## config.mk

```make
export PLATFORM = sky130hd
export DESIGN_NAME = buffer_rd_ctrl
export DESIGN_NICKNAME = d
export VERILOG_FILES = /design/src/rtl/buffer_rd_ctrl.sv
export SDC_FILE = /design/constraint.sdc
export NUM_CORES = 1
export LEC_CHECK = 0
export BUFFER_PORTS_ARGS = -buffer_cell sky130_fd_sc_hd__buf_2
export CAP_MARGIN = 20
export CORE_MARGIN = 2
export CORE_UTILIZATION = 35
export DETAILED_ROUTE_END_ITERATION = 12
export GPL_TIMING_DRIVEN = 0
export PLACE_DENSITY = 0.56
export SYNTH_ARGS = -nofsm -noshare
export SYNTH_HDL_FRONTEND = slang
export SYNTH_SLANG_ARGS = --single-unit
```

## constraint.sdc

```tcl
create_clock -name iclk -period 7.7 [get_ports iclk]
set_input_delay 1.54 -clock iclk [delete_from_list [all_inputs] [get_ports iclk]]
set_output_delay 1.54 -clock iclk [all_outputs]
set_load 0.005 [all_outputs]
```

## src/rtl/buffer_rd_ctrl.sv

```systemverilog
// ----------------------------------------------------------------------------
// buffer_rd_ctrl
//
// Read-side controller for the dual-clock simple dual-port buffer RAM. On a
// start command it fetches ilen words beginning at istart_addr and presents
// them as a valid/ready stream with full backpressure support. The RAM read
// port has a registered read that is gated by oen_rd, so irdata is valid the
// cycle after oen_rd and holds its value while oen_rd stays low.
//
// Ports
//   iclk         clock, also the RAM read clock
//   irst_n       asynchronous active-low reset
//   istart       start pulse, sampled only while idle
//   istart_addr  first word address, sampled with istart
//   ilen         word count 0..2**ADDR_W, sampled with istart
//   oen_rd       RAM read enable (registered)
//   or_addr      RAM read address (registered)
//   irdata       RAM read data, valid the cycle after oen_rd
//   odata        stream data
//   ovalid       stream valid
//   iready       stream ready
//   olast        marks the final word of the block
//   obusy        block transfer in progress
//   odone        one-cycle completion pulse
// ----------------------------------------------------------------------------
module buffer_rd_ctrl #(
    parameter int DATA_W = 32,
    parameter int ADDR_W = 18
) (
    input  logic              iclk,
    input  logic              irst_n,
    input  logic              istart,
    input  logic [ADDR_W-1:0] istart_addr,
    input  logic [ADDR_W:0]   ilen,
    output logic              oen_rd,
    output logic [ADDR_W-1:0] or_addr,
    input  logic [DATA_W-1:0] irdata,
    output logic [DATA_W-1:0] odata,
    output logic              ovalid,
    input  logic              iready,
    output logic              olast,
    output logic              obusy,
    output logic              odone
);

    typedef enum logic [1:0] {
        S_IDLE,
        S_READ,
        S_DRAIN
    } state_t;

    localparam logic [ADDR_W:0] LEN_ONE = 1;

    state_t            state;
    state_t            state_nxt;

    logic [ADDR_W-1:0] addr;        // next address to issue
    logic [ADDR_W:0]   rem_issue;   // reads still to issue
    logic [ADDR_W:0]   rem_out;     // words still to hand over
    logic              rd_pend;     // irdata holds a word not yet pushed

    // Two-entry skid FIFO.
    logic [DATA_W-1:0] fifo_mem [2];
    logic              wr_ptr;
    logic              rd_ptr;
    logic [1:0]        fifo_cnt;

    logic              start_blk;
    logic              issue_rd;
    logic              issue;
    logic              push;
    logic              pop;
    logic              done_nxt;
    logic [2:0]        outstanding;
    logic              credit_ok;

    assign ovalid = (fifo_cnt != 2'd0);
    assign odata  = fifo_mem[rd_ptr];
    assign olast  = ovalid && (rem_out == LEN_ONE);
    assign pop    = ovalid && iready;

    // A word sitting in the RAM output register can only move into the FIFO
    // when a slot is free, or one is freed by a pop in the same cycle.
    assign push   = rd_pend && ((fifo_cnt != 2'd2) || pop);

    // Words already committed: FIFO entries, the word parked at the RAM
    // output and the read currently in the RAM. The RAM output register is
    // the third storage slot (it holds while oen_rd is low), which lets the
    // two-entry FIFO sustain one word per clock across the three-cycle
    // issue-to-output loop without ever overflowing.
    assign outstanding = 3'(fifo_cnt) + 3'(rd_pend) + 3'(oen_rd);
    assign credit_ok   = outstanding < (3'd3 + 3'(pop));

    assign start_blk = (state == S_IDLE) && istart && (ilen != '0);
    assign issue     = start_blk || issue_rd;

    // ------------------------------------------------------------------------
    // FSM state register
    // ------------------------------------------------------------------------
    // NOTE: sequential state always uses non-blocking (<=) so every flop
    // samples pre-edge values regardless of statement order.
    always_ff @(posedge iclk or negedge irst_n) begin
        if (!irst_n) begin
            state <= S_IDLE;
        end else begin
            state <= state_nxt;
        end
    end

    // ------------------------------------------------------------------------
    // FSM next-state and outputs
    // ------------------------------------------------------------------------
    // NOTE: every signal written here is given a default first, so no path
    // leaves one unassigned and no latch is inferred.
    always_comb begin
        state_nxt = state;
        done_nxt  = 1'b0;
        issue_rd  = 1'b0;
        obusy     = 1'b0;
        case (state)
            S_IDLE: begin
                if (istart) begin
                    if (ilen == '0) begin
                        done_nxt = 1'b1;
                    end else if (ilen == LEN_ONE) begin
                        // The only read is issued on the start edge itself.
                        state_nxt = S_DRAIN;
                    end else begin
                        state_nxt = S_READ;
                    end
                end
            end
            S_READ: begin
                obusy    = 1'b1;
                issue_rd = (rem_issue != '0) && credit_ok;
                if (issue_rd && (rem_issue == LEN_ONE)) begin
                    state_nxt = S_DRAIN;
                end
            end
            S_DRAIN: begin
                obusy = 1'b1;
                if (pop && olast) begin
                    state_nxt = S_IDLE;
                    done_nxt  = 1'b1;
                end
            end
            default: begin
                state_nxt = S_IDLE;
            end
        endcase
    end

    // ------------------------------------------------------------------------
    // Read issue, counters and completion pulse
    // ------------------------------------------------------------------------
    always_ff @(posedge iclk or negedge irst_n) begin
        if (!irst_n) begin
            oen_rd    <= 1'b0;
            or_addr   <= '0;
            addr      <= '0;
            rem_issue <= '0;
            rem_out   <= '0;
            rd_pend   <= 1'b0;
            odone     <= 1'b0;
        end else begin
            oen_rd <= issue;
            odone  <= done_nxt;

            if (start_blk) begin
                // First read goes out directly with the start address.
                or_addr   <= istart_addr;
                addr      <= istart_addr + 1'b1;
                rem_issue <= ilen - 1'b1;
            end else if (issue_rd) begin
                or_addr   <= addr;
                addr      <= addr + 1'b1;   // wraps modulo 2**ADDR_W
                rem_issue <= rem_issue - 1'b1;
            end

            if (start_blk) begin
                rem_out <= ilen;
            end else if (pop) begin
                rem_out <= rem_out - 1'b1;
            end

            // A fresh read always lands; the credit rule guarantees the
            // previous word has been pushed by then.
            if (oen_rd) begin
                rd_pend <= 1'b1;
            end else if (push) begin
                rd_pend <= 1'b0;
            end
        end
    end

    // ------------------------------------------------------------------------
    // Skid FIFO
    // ------------------------------------------------------------------------
    // NOTE: the two storage words are reset along with the pointers so odata
    // reads zero out of reset; a large RAM array would be left unreset.
    always_ff @(posedge iclk or negedge irst_n) begin
        if (!irst_n) begin
            fifo_mem[0] <= '0;
            fifo_mem[1] <= '0;
            wr_ptr      <= 1'b0;
            rd_ptr      <= 1'b0;
            fifo_cnt    <= 2'd0;
        end else begin
            if (push) begin
                fifo_mem[wr_ptr] <= irdata;
                wr_ptr           <= ~wr_ptr;
            end
            if (pop) begin
                rd_ptr <= ~rd_ptr;
            end
            fifo_cnt <= fifo_cnt + 2'(push) - 2'(pop);
        end
    end

endmodule

```

After elaboration in Yosys (flattened, before gate mapping)
Cells that the tools add are included.
W data, S select, Z words.
{"block": "word_totals", "regBits": 147, "in_bits": 73, "output_inout_bits": 55, "elab_cells": 90}
{"block": "classes", "add_sub_neg": 10, "n_lt_le_gt_ge": 4, "eq_ne": 10, "n_mux": 28, "bitwise": 4, "reduce_logical": 21}
{"op": "$mux W32", "count": 4}
{"op": "$mux W19", "count": 4}
{"op": "$mux W18", "count": 4}
{"op": "$bwmux W64", "count": 1}
{"op": "$eq A19 B1 Y1 const B", "count": 3}
{"op": "$sub A19 B1 Y19 const B", "count": 3}
{"op": "$reduce_bool A19 Y1", "count": 2}
{"op": "$add A18 B1 Y18 const B", "count": 2}
{"op": "$demux W32 S1", "count": 1}
{"op": "$logic_not A19 Y1", "count": 1}
{"op": "$mux W2", "count": 5}
{"op": "$ne A2 B2 Y1 const B", "count": 5}
{"op": "$logic_and A1 B1 Y1", "count": 9}
{"op": "$reduce_bool A2 Y1", "count": 4}
{"op": "$mux W1", "count": 7}
{"op": "$pmux W2 S3", "count": 1}
{"op": "$ge A2 B2 Y1 const B", "count": 2}
{"op": "$not A1 Y2", "count": 2}
{"op": "$reduce_and A4 Y1", "count": 1}
{"op": "$add A2 B1 Y3", "count": 1}
{"op": "$add A2 B1 Y3 const A", "count": 1}
{"op": "$add A3 B1 Y3", "count": 1}
{"op": "$lt A3 B3 Y1", "count": 1}
{"op": "$add A2 B1 Y2", "count": 1}
{"op": "other kinds (9)", "count": 11}

Longest topological paths before layout
Gate-level depths: netlist of run 1.
{"block": "logic_depth", "depth_word": 8, "depth_mapped": 11, "ltp_nobuf": 9}

Least setup slack after synthesis of run 1
No wires, ideal clock.
{"block": "synth_path", "path_kind": "input-to-reg", "start": "input iready", "end": "register rem_issue[7]", "setup_time_ns": 0.135, "arrival_ns": 3.447, "required_time_ns": 7.565, "slack_ns": 4.118, "stages": 11, "path_buffers": 2, "cell_sequence": "o21a_1 > buf_2 > inv_1 > ha_1 > nor4b_1 > a22oi_1 > a31oi_2 > buf_2 > nand2_1 > o31ai_1 > a22oi_1"}
{"block": "synth_via", "elab_chain_cells": 6}
{"item": "from (decl)", "line": "40", "rtl": "input logic iready,"}
{"item": "$logic_and A1 B1 Y1", "line": "80", "rtl": "assign pop = ovalid && iready;"}
{"item": "via pop", "line": "72", "rtl": "logic pop;"}
{"item": "$add A2 B1 Y3", "line": "92", "rtl": "assign credit_ok = outstanding < (3'd3 + 3'(pop));"}
{"item": "$lt A3 B3 Y1", "line": "92"}
{"item": "$logic_and A1 B1 Y1", "line": "135", "rtl": "issue_rd = (rem_issue != '0) && credit_ok;"}
{"item": "$mux W1", "line": "120", "rtl": "case (state)"}
{"item": "$reduce_bool A2 Y1 (no source line)"}
{"item": "to (signal assigned)", "line": "173", "rtl": "rem_issue <= ilen - 1'b1;"}
{"item": "to (signal assigned)", "line": "177", "rtl": "rem_issue <= rem_issue - 1'b1;"}
{"item": "to (decl)", "line": "58", "rtl": "logic [ADDR_W:0] rem_issue;"}
The timed path passes the listed nets, and every way through them passes these cells.
A chain may end at the register's enable or synchronous reset.

Final worst setup path of run 1
{"block": "layout_path", "start": "input iready", "end": "register addr[7]"}
{"block": "layout_via", "elab_chain_cells": 6}
{"item": "$logic_and A1 B1 Y1", "line": "80"}
{"item": "via pop", "line": "72"}
{"item": "$add A2 B1 Y3", "line": "92"}
{"item": "$lt A3 B3 Y1", "line": "92"}
{"item": "$logic_and A1 B1 Y1", "line": "135"}
{"item": "$mux W1", "line": "120"}
{"item": "$reduce_bool A2 Y1 (no source line)"}
{"item": "to (signal assigned)", "line": "172", "rtl": "addr <= istart_addr + 1'b1;"}
{"item": "to (signal assigned)", "line": "176", "rtl": "addr <= addr + 1'b1;"}
{"item": "to (decl)", "line": "57", "rtl": "logic [ADDR_W-1:0] addr;"}
The timed path passes the listed nets, and every way through them passes these cells.

==> results of run 1 <==
==> cell type report <==
class / count / area, µm²
timing repair buffer: 128 / 669.4
sequential: 147 / 3679
tap: 280 / 350.3
buffer: 35 / 152.6
clock buffer: 18 / 439.2
fill: 2155 / 12510
inverter: 13 / 48.80
multi-input combinational: 531 / 3930
clock inverter: 14 / 115.1
==> per-layer routing <==
layer  wire [µm]  vias to the layer above  global-route usage [%]  share of wire (%)
met5           0                        -                       0                  0
met4         294                        0                   4.587                1.5
met3         851                       22                   3.629                4.5
met2        8618                      145                   26.13                 45
met1        9348                     2878                   23.46                 49
li1            -                     2860                       -                  -
==> worst reg2reg max path: cells and delay by family (launching register included) <==
kind                     cells  cell delay (ps)
AND/OR/NAND/NOR              1              170
buffers and inverters        1              450
adder cells (fa/ha/maj)      3              970
XOR/XNOR                     1              170
flip-flops                   1              420
AO/OA/AOI/OAI                4              970
==> synth_stat cells (3+ instances only) <==
master	number	area, µm²
a31oi_1	5	31.28
and2_1	4	25.02
and4_1	3	26.28
mux2i_1	25	250.2
dfrtp_1	147	3679
xor2_1	51	446.7
nor4_1	11	68.82
nor2b_1	3	18.77
a22oi_1	4	30.03
or3_1	4	25.02
nand4b_1	5	43.79
and3_1	7	43.79
xnor2_1	34	297.8
o21ai_0	53	265.3
ha_1	15	187.7
or4_1	5	37.54
o31ai_1	3	22.52
nand2_1	71	266.5
clkbuf_1	18	67.56
o211ai_1	3	22.52
nand4_1	12	75.07
nand3_1	18	90.09
inv_1	13	48.80
mux2_2	96	1081
nor2_1	39	146.4
a21oi_1	18	90.09
buf_2	14	70.07
nor3_1	16	80.08
==> worst min path at each step <==
stage,from,to,slack (ps),depth (start not counted)
final,fifo_mem[24],fifo_mem[24],500,1
after global routing,fifo_mem[11],fifo_mem[11],510,1
after CTS,wr_ptr,wr_ptr,500,1
after detailed placement,fifo_mem[24],fifo_mem[24],490,1
after global placement,wr_ptr,wr_ptr,480,1
after floorplan,wr_ptr,wr_ptr,470,1
==> registers in the layout, indices dropped and copies added, names as in the netlist, 2 cells and up <==
register,flops
rem_issue,19
rem_out,19
fifo_mem,64
or_addr,18
addr,18
fifo_cnt,2
state,2
==> cell families after synthesis <==
kind of cell,Yosys count,synth area share (%)
simple gates,211,13.68
mux,121,17.05
xor+xnor,85,9.532
buf+inv,48,2.579
fa+ha+maj,16,2.659
flops,147,47.10
compound gates,98,7.401
==> through the flow <==
| stage | worst slack (ps) | hold slack, ps | cells | util (%) | power [W] |
|---|---|---|---|---|---|
| after global routing | 3438 | 510.3 | 1166 | 42.87 | 0.004263 |
| after floorplan | 4118 | 467.3 | 726 | - | 0.002613 |
| after global placement | 2727 | 481.4 | 1133 | 40.18 | 0.003166 |
| final | 3774 | 500.2 | 1166 | 42.87 | 0.003960 |
| after detailed placement | 3296 | 486.5 | 1134 | 40.33 | 0.003196 |
| after CTS | 3730 | 503.3 | 1166 | 42.87 | 0.004013 |
==> power by group <==
group | internal (W) | switching [W] | total (W)
Sequential | 0.00117 | 0.000266 | 0.00144
Combinational | 0.000869 | 0.000860 | 0.00173
Clock | 0.000429 | 0.000365 | 0.000794
==> flow_summary.yaml, run 1 <==
outcome:
  outcome: "finished clean"
global_routing:
  gr-total-overflow: 0
  antenna_found_initial: 0
  first_global_vias: 6005
  track_usage_pct: 16.70
  grt_start_max_net_pins: 92
  grt_pass1_wl_mm: 31.55
floorplan:
  ios: 128
  chipHeight_um: 153.4
  start_util_pct: 35.68
  die-width_um: 153.4
  fp-row-count: 54
  dieArea_um2: 23530
  core_area_um2: 21890
critical_path:
  worstReg2RegStart: "oen_rd"
  ff2ff_path_depth: 10
  cp_slowest_cell: "a31oi_2"
  r2r-end: "addr[7]"
  cp.required_ps: 7990
  endpoint: "addr[7]"
  endpoint_kind: "flip-flop"
  cp_cell_sequence: "buf_2 -> o21a_1 -> buf_2 -> inv_1 -> ha_1 -> nor4b_1 -> a22oi_1 -> a31oi_2 -> clkbuf_1 -> nand3_1 -> xor2_1 -> a21oi_1"
  cpPeakStageDelay_ps: 480
  cpMostUsedCell: "buf_2"
  rrSetupSlack_ps: 4420
  crit_start: "iready"
  start_kind: "primary input"
  cp.depth: 12
  cp_max_fo: 10
  critPathKind: "in2reg"
  crit_arrival_ps: 4210
  critPathTopFamily: "buffers and inverters"
  cp_num_buf_inv: 4
layout:
  fin_area_um2: 9384
  syn2layout_area_growth_pct: 20.15
  drive_above_1_share_pct: 31.94
  mostFrequentLayoutCells: "dfrtp_1 (147), buf_2 (140), mux2_2 (96), nand2_1 (71), o21ai_0 (53)"
  final_common_cell: "dfrtp_1"
  nets: 962
  n_antenna_cell: 0
detailed_routing:
  drcViolationCount: 0
  routed_wl_mm: 19.11
  viasPerCell: 5.064
  wl_per_cell_um: 16.39
  num_vias: 5905
  first_pass_iters: 4
  ant_nets: 0
  drt-initial-drc-count: 292
placed_design:
  post_dp_cell_area_um2: 8830
  post-dp-hpwl_mm: 13.82
  place.gp.congestion: 0.8440
  portBuffers: 127
clocking:
  path_clk_slew_ps: 60
  htreeDepth: 4
  cts_root_buf: "clkbuf_16"
  ctsResizeCount: 0
  clkLatencyLatePin_ps: 430
  post_cts_buffers: 0
  cts_tree: "yes"
  cts_hold_buf: 0
  clock_path_buffers: 2
  cts_buffers: 17
  clock-sinks: 147
power:
  vdd_ir_drop_max_v: 0.0001702
  leakage_nw: 3.967
  p_per_area_nw_per_um2: 422.0
timing:
  fin_crit_sh_pct: 50.99
  drv_slew: 0
  skew_ps: 10.64
  rsz0062_at_grt: "false"
  relSlewSlack_pct: 52.19
  post-route-min-period_ps: 3926
  tns_ps: 0
  setup_viol: 0
  fmax_ghz: 0.2547
  hold_viol_final: 0
  worstMarginPinSlew_ps: 710.6
yosys:
  seq_area_frac_synth_pct: 47.10
  synth_fp_nets: 815
  synth_cell_types: 49
  ys_async_sr_fraction_pct: 100.0
  ys_seq_elements: 147
  netlist_instances: 726
  yosys_warnings: 0
  syn_avg_cell_area_um2: 10.76
  synth-main-ff-cell: "dfrtp_1"
  synth.cell_area_um2: 7810
  synth-edff-count: 0
job:
  maxCapViolations: 0
worst_hold_path:
  min_path_type: "reg2reg"
No activity file was read; power rests on OpenSTA's default activity.
==> run 2, diff against run 1 <==
Settings changed: PLACE_DENSITY 0.56 to 0.58.
Clock period 7.7 ns to 3.4 ns, I/O delays scaled along.
==> flow_summary.yaml, run 2 (synthesis results as in run 1) <==
critical_path:
  crit_arrival_ps: 3430
  cp.required_ps: 3690
  cp_slowest_cell: "fa_1"
  critPathKind: "reg2reg"
  cp_cell_sequence: "fa_1 -> ha_1 -> ha_1 -> o21ai_0 -> a22oi_1 -> a31oi_4 -> buf_2 -> nand2_1 -> o31ai_1 -> a22oi_1"
  cp_max_fo: 10
  crit_start: "oen_rd"
  cpPeakStageDelay_ps: 430
  worstReg2RegStart: "oen_rd"
  start_kind: "flip-flop"
  endpoint_kind: "flip-flop"
timing:
  fin_crit_sh_pct: 92.57
  skew_ps: 8.836
  fmax_ghz: 0.3177
  setup_ws_ps: 252.5
  setup_viol: 0
  hold_viol_final: 0
  worstMarginPinSlew_ps: 690.8
  rsz0062_at_grt: "false"
  relSlewSlack_pct: 53.94
  drv_slew: 0
  post-route-min-period_ps: 3147
clocking:
  ctsResizeCount: 0
  htreeDepth: 4
  clkLatencyLatePin_ps: 420
  cts_tree: "yes"
  cts_root_buf: "clkbuf_16"
  clock_path_buffers: 2
  cts_hold_buf: 0
  post_cts_buffers: 0
  cts_buffers: 17
  path_clk_slew_ps: 70
  clock-sinks: 147
layout:
  layout.cells.non_filler: 1166
  mostFrequentLayoutCells: "dfrtp_1 (147), buf_2 (140), mux2_2 (96), nand2_1 (71), o21ai_0 (53)"
  syn2layout_area_growth_pct: 20.86
  register_area_um2: 3679
  n_antenna_cell: 0
  top_regs: "fifo_mem (64), rem_issue (19), rem_out (19)"
  drive_above_1_share_pct: 32.05
  regMostFlops: "fifo_mem"
  nFillCells: 2128
  largest_register_ffs: 64
  nets: 962
  multi_input_area_um2: 3939
  final_common_cell: "dfrtp_1"
placed_design:
  portBuffers: 127
  post-dp-hpwl_mm: 13.81
  numPlacedInstances: 1134
  place.gp.congestion: 0.8217
  place_worst_setup_slack_ps: -96.32
floorplan:
  chipHeight_um: 153.4
  core_area_um2: 21890
  die-width_um: 153.4
  ios: 128
  fp-row-count: 54
  start_util_pct: 35.68
  dieArea_um2: 23530
detailed_routing:
  routed_wl_mm: 19.12
  drt-initial-drc-count: 360
  ant_nets: 0
  wl_per_cell_um: 16.40
  drcViolationCount: 0
  first_pass_iters: 5
  num_vias: 5958
  viasPerCell: 5.110
global_routing:
  gr-total-overflow: 0
  track_usage_pct: 16.70
  antenna_found_initial: 1
  first_global_vias: 5916
  grt_pass1_wl_mm: 31.49
  grt_start_max_net_pins: 92
outcome:
  outcome: "finished clean"
power:
  p_per_area_nw_per_um2: 966.8
  vdd_ir_drop_max_v: 0.0004338
  leakage_nw: 3.985
job:
  maxCapViolations: 0
worst_hold_path:
  min_path_type: "in2async"
run 2: report_power, final:
part           internal, W  total [W]  leakage (nW)  switching [W]
logic              0.00198    0.00395          1.96        0.00197
clock network      0.00113    0.00193         0.279       0.000797
registers          0.00265    0.00325          1.74       0.000598
run 2: path summary, 6_finish.rpt:
check	end	slack [ps]	cells past startpoint
worst min-delay path	fifo_mem[34]	200	1
max in group asynchronous	addr[2]	2330	2
min in group iclk	or_addr[12]	470	3
worst min register to register	fifo_mem[11]	500	1
worst max-delay path	rem_issue[7]	250	10
worst max register to register	rem_issue[7]	250	10
run 2: layer usage:
layer | wire (µm) | track usage, %
met1 | 9198 | 23.45
met2 | 8677 | 26.02
met3 | 954 | 3.686
met4 | 279 | 4.762
met5 | 13 | 0
run 2: area by class of cell:
class	instances	area share [%]
buffer	35	1.630
clock buffer	19	4.799
clock inverter	13	1.551
inverter	13	0.5170
multi-input combinational	531	41.73
sequential	147	38.97
tap	280	3.712
timing repair buffer	128	7.092
run 2: stage by stage:
stage | util (%) | setup TNS (ps) | power (W) | cell area [µm²] | hold slack, ps
CTS | 43.07 | 0 | 0.009210 | 9429 | 224.7
global placement | 40.18 | -99460 | 0.007163 | 8796 | 481.1
detailed placement | 40.33 | -739.6 | 0.007234 | 8830 | 487.3
floorplan | - | 0 | 0.005918 | 7810 | 384.4
global route | 43.12 | 0 | 0.009841 | 9439 | 235.6
finish | 43.12 | 0 | 0.009126 | 9439 | 198.9
run 2: worst max-delay path, delay by kind of cell, from the launching register on:
kind | cells | cell delay, ps
flip-flops | 1 | 420
AO/OA/AOI/OAI | 5 | 1140
adder cells (fa/ha/maj) | 3 | 970
buffers and inverters | 1 | 350
AND/OR/NAND/NOR | 1 | 130
==> run 3, diff against run 2 <==
Clock period 3.4 ns to 2.6 ns, I/O delays scaled along.
==> flow_summary.yaml, run 3 (synthesis results as in run 1) <==
outcome:
  outcome: "finished with violations"
  violations: "setup timing"
global_routing:
  grt_start_max_net_pins: 94
  grt_pass1_wl_mm: 31.91
  track_usage_pct: 16.88
  antenna_found_initial: 0
  gr-total-overflow: 0
  first_global_vias: 5996
floorplan:
  chipHeight_um: 153.4
  start_util_pct: 35.68
  dieArea_um2: 23530
  ios: 128
  die-width_um: 153.4
  core_area_um2: 21890
  fp-row-count: 54
critical_path:
  critPathKind: "reg2reg"
  start_kind: "flip-flop"
  cpMostUsedCell: "ha_4"
  cp_cell_sequence: "fa_2 -> ha_4 -> ha_4 -> nor4b_4 -> a22oi_2 -> a31oi_4 -> buf_12 -> buf_8 -> nand2_4 -> or3_1 -> a31oi_1"
  crit_start: "rd_pend"
  cp.required_ps: 2940
  cp_slowest_cell: "fa_2"
  cpPeakStageDelay_ps: 410
  cp_max_fo: 7
  worstReg2RegStart: "rd_pend"
  crit_arrival_ps: 2990
  cp_num_buf_inv: 2
  critPathTopFamily: "adder cells"
  endpoint_kind: "flip-flop"
layout:
  mostFrequentLayoutCells: "dfrtp_1 (145), buf_2 (135), mux2_2 (96), nand2_1 (67), xor2_1 (51)"
  largest_register_ffs: 64
  syn2layout_area_growth_pct: 25.50
  nets: 978
  nFillCells: 2077
  top_regs: "fifo_mem (64), rem_issue (19), rem_out (19)"
  regMostFlops: "fifo_mem"
  fin_area_um2: 9802
  n_antenna_cell: 0
  drive_above_1_share_pct: 36.51
  final_common_cell: "dfrtp_1"
power:
  p_comb_share_pct: 48.4
  sw_frac_of_total_pct: 36.62
  p_sw_w: 0.004706
  p_per_area_nw_per_um2: 1311
  p_int_w: 0.008146
  leakage_nw: 4.168
  sequentialPowerShare_pct: 33.4
  clockPowerShare_pct: 18.2
  vdd_ir_drop_max_v: 0.0005438
timing:
  hold_viol_final: 0
  skew_ps: 16.00
  fmax_ghz: 0.3780
  setup_ws_ps: -45.55
  setup_viol: 6
  fin_crit_sh_pct: 101.8
  rsz0062_at_grt: "true"
  relSlewSlack_pct: 52.15
  drv_slew: 0
  worstMarginPinSlew_ps: 711.2
  post-route-min-period_ps: 2646
clocking:
  cts_hold_buf: 0
  clock_path_buffers: 2
  clkLatencyLatePin_ps: 420
  cts_buffers: 17
  htreeDepth: 4
  clock-sinks: 147
  cts_root_buf: "clkbuf_16"
  cts_tree: "yes"
  path_clk_slew_ps: 60
placed_design:
  place_worst_setup_slack_ps: -738.8
  post_dp_cell_area_um2: 8886
  post-dp-hpwl_mm: 13.61
  portBuffers: 127
  place.gp.congestion: 0.8089
detailed_routing:
  wl_per_cell_um: 16.45
  first_pass_iters: 5
  drt-initial-drc-count: 319
  ant_nets: 0
  drcViolationCount: 0
  viasPerCell: 5.092
  num_vias: 6014
  routed_wl_mm: 19.43
job:
  maxCapViolations: 0
worst_hold_path:
  min_path_type: "in2async"
## run 3: final timing paths
kind                                end  slack, ps  cells after the start
max                        rem_issue[6]        -50                     11
min                        fifo_mem[59]          1                      1
max reg2reg                rem_issue[6]        -50                     11
min reg2reg                      wr_ptr        500                      1
max in group asynchronous   rem_out[17]       1740                      2
min in group iclk           or_addr[12]        320                      3
## run 3: worst reg2reg max path, cell delays in order (launching register included)
cell	delay (ps)
dfrtp_1	400
fa_2	410
ha_4	230
ha_4	170
nor4b_4	280
a22oi_2	120
a31oi_4	180
buf_12	150
buf_8	120
nand2_4	50
or3_1	310
a31oi_1	160
## run 3: metrics by stage
stage                     util [%]  TNS [ps]  hold WS [ps]  instances  total power (W)
after floorplan                  -    -14.23         224.4        726         0.007883
after global placement       40.42   -238500         479.7       1133         0.009531
after detailed placement     40.59    -39990         475.5       1134         0.009619
after CTS                    43.88    -399.7         18.39       1173          0.01243
after global routing         44.78     -6227         29.05       1181          0.01379
final                        44.78    -104.0         1.354       1181          0.01285
## run 3: final cells by class
class                           instances  area [µm²]  area share [%]
Tap cell                              280       350.3           3.574
Buffer                                 35       201.4           2.055
Multi-Input combinational cell        531        4110           41.93
Inverter                               13       51.30          0.5234
Clock buffer                           20       446.7           4.557
Clock inverter                         11       103.9           1.059
Timing Repair Buffer                  144       857.1           8.744
Sequential cell                       147        3681           37.55
## run 3: timing repair
action	in CTS	in global routing
cloned	0	1
pin swaps	6	14
gates resized for setup	25	50
setup endpoints to repair	77	76
setup buffers	8	7
## run 3: power groups by stage
| stage | registers, W | logic, W | clock network (W) |
|---|---|---|---|
| floorplan | 0.00411 | 0.00377 | 0 |
| global placement | 0.00427 | 0.00526 | 0 |
| detailed placement | 0.00430 | 0.00532 | 0 |
| CTS | 0.00427 | 0.00574 | 0.00242 |
| global route | 0.00446 | 0.00681 | 0.00252 |
| finish | 0.00430 | 0.00622 | 0.00234 |
## run 3: routing by layer
layer	part of all wire (%)	vias to the layer above	GRT usage, %
li1	-	2890	-
met1	47	2930	23.04
met2	47	171	27.64
met3	4.5	23	3.119
met4	1.5	0	4.675
met5	0	-	0
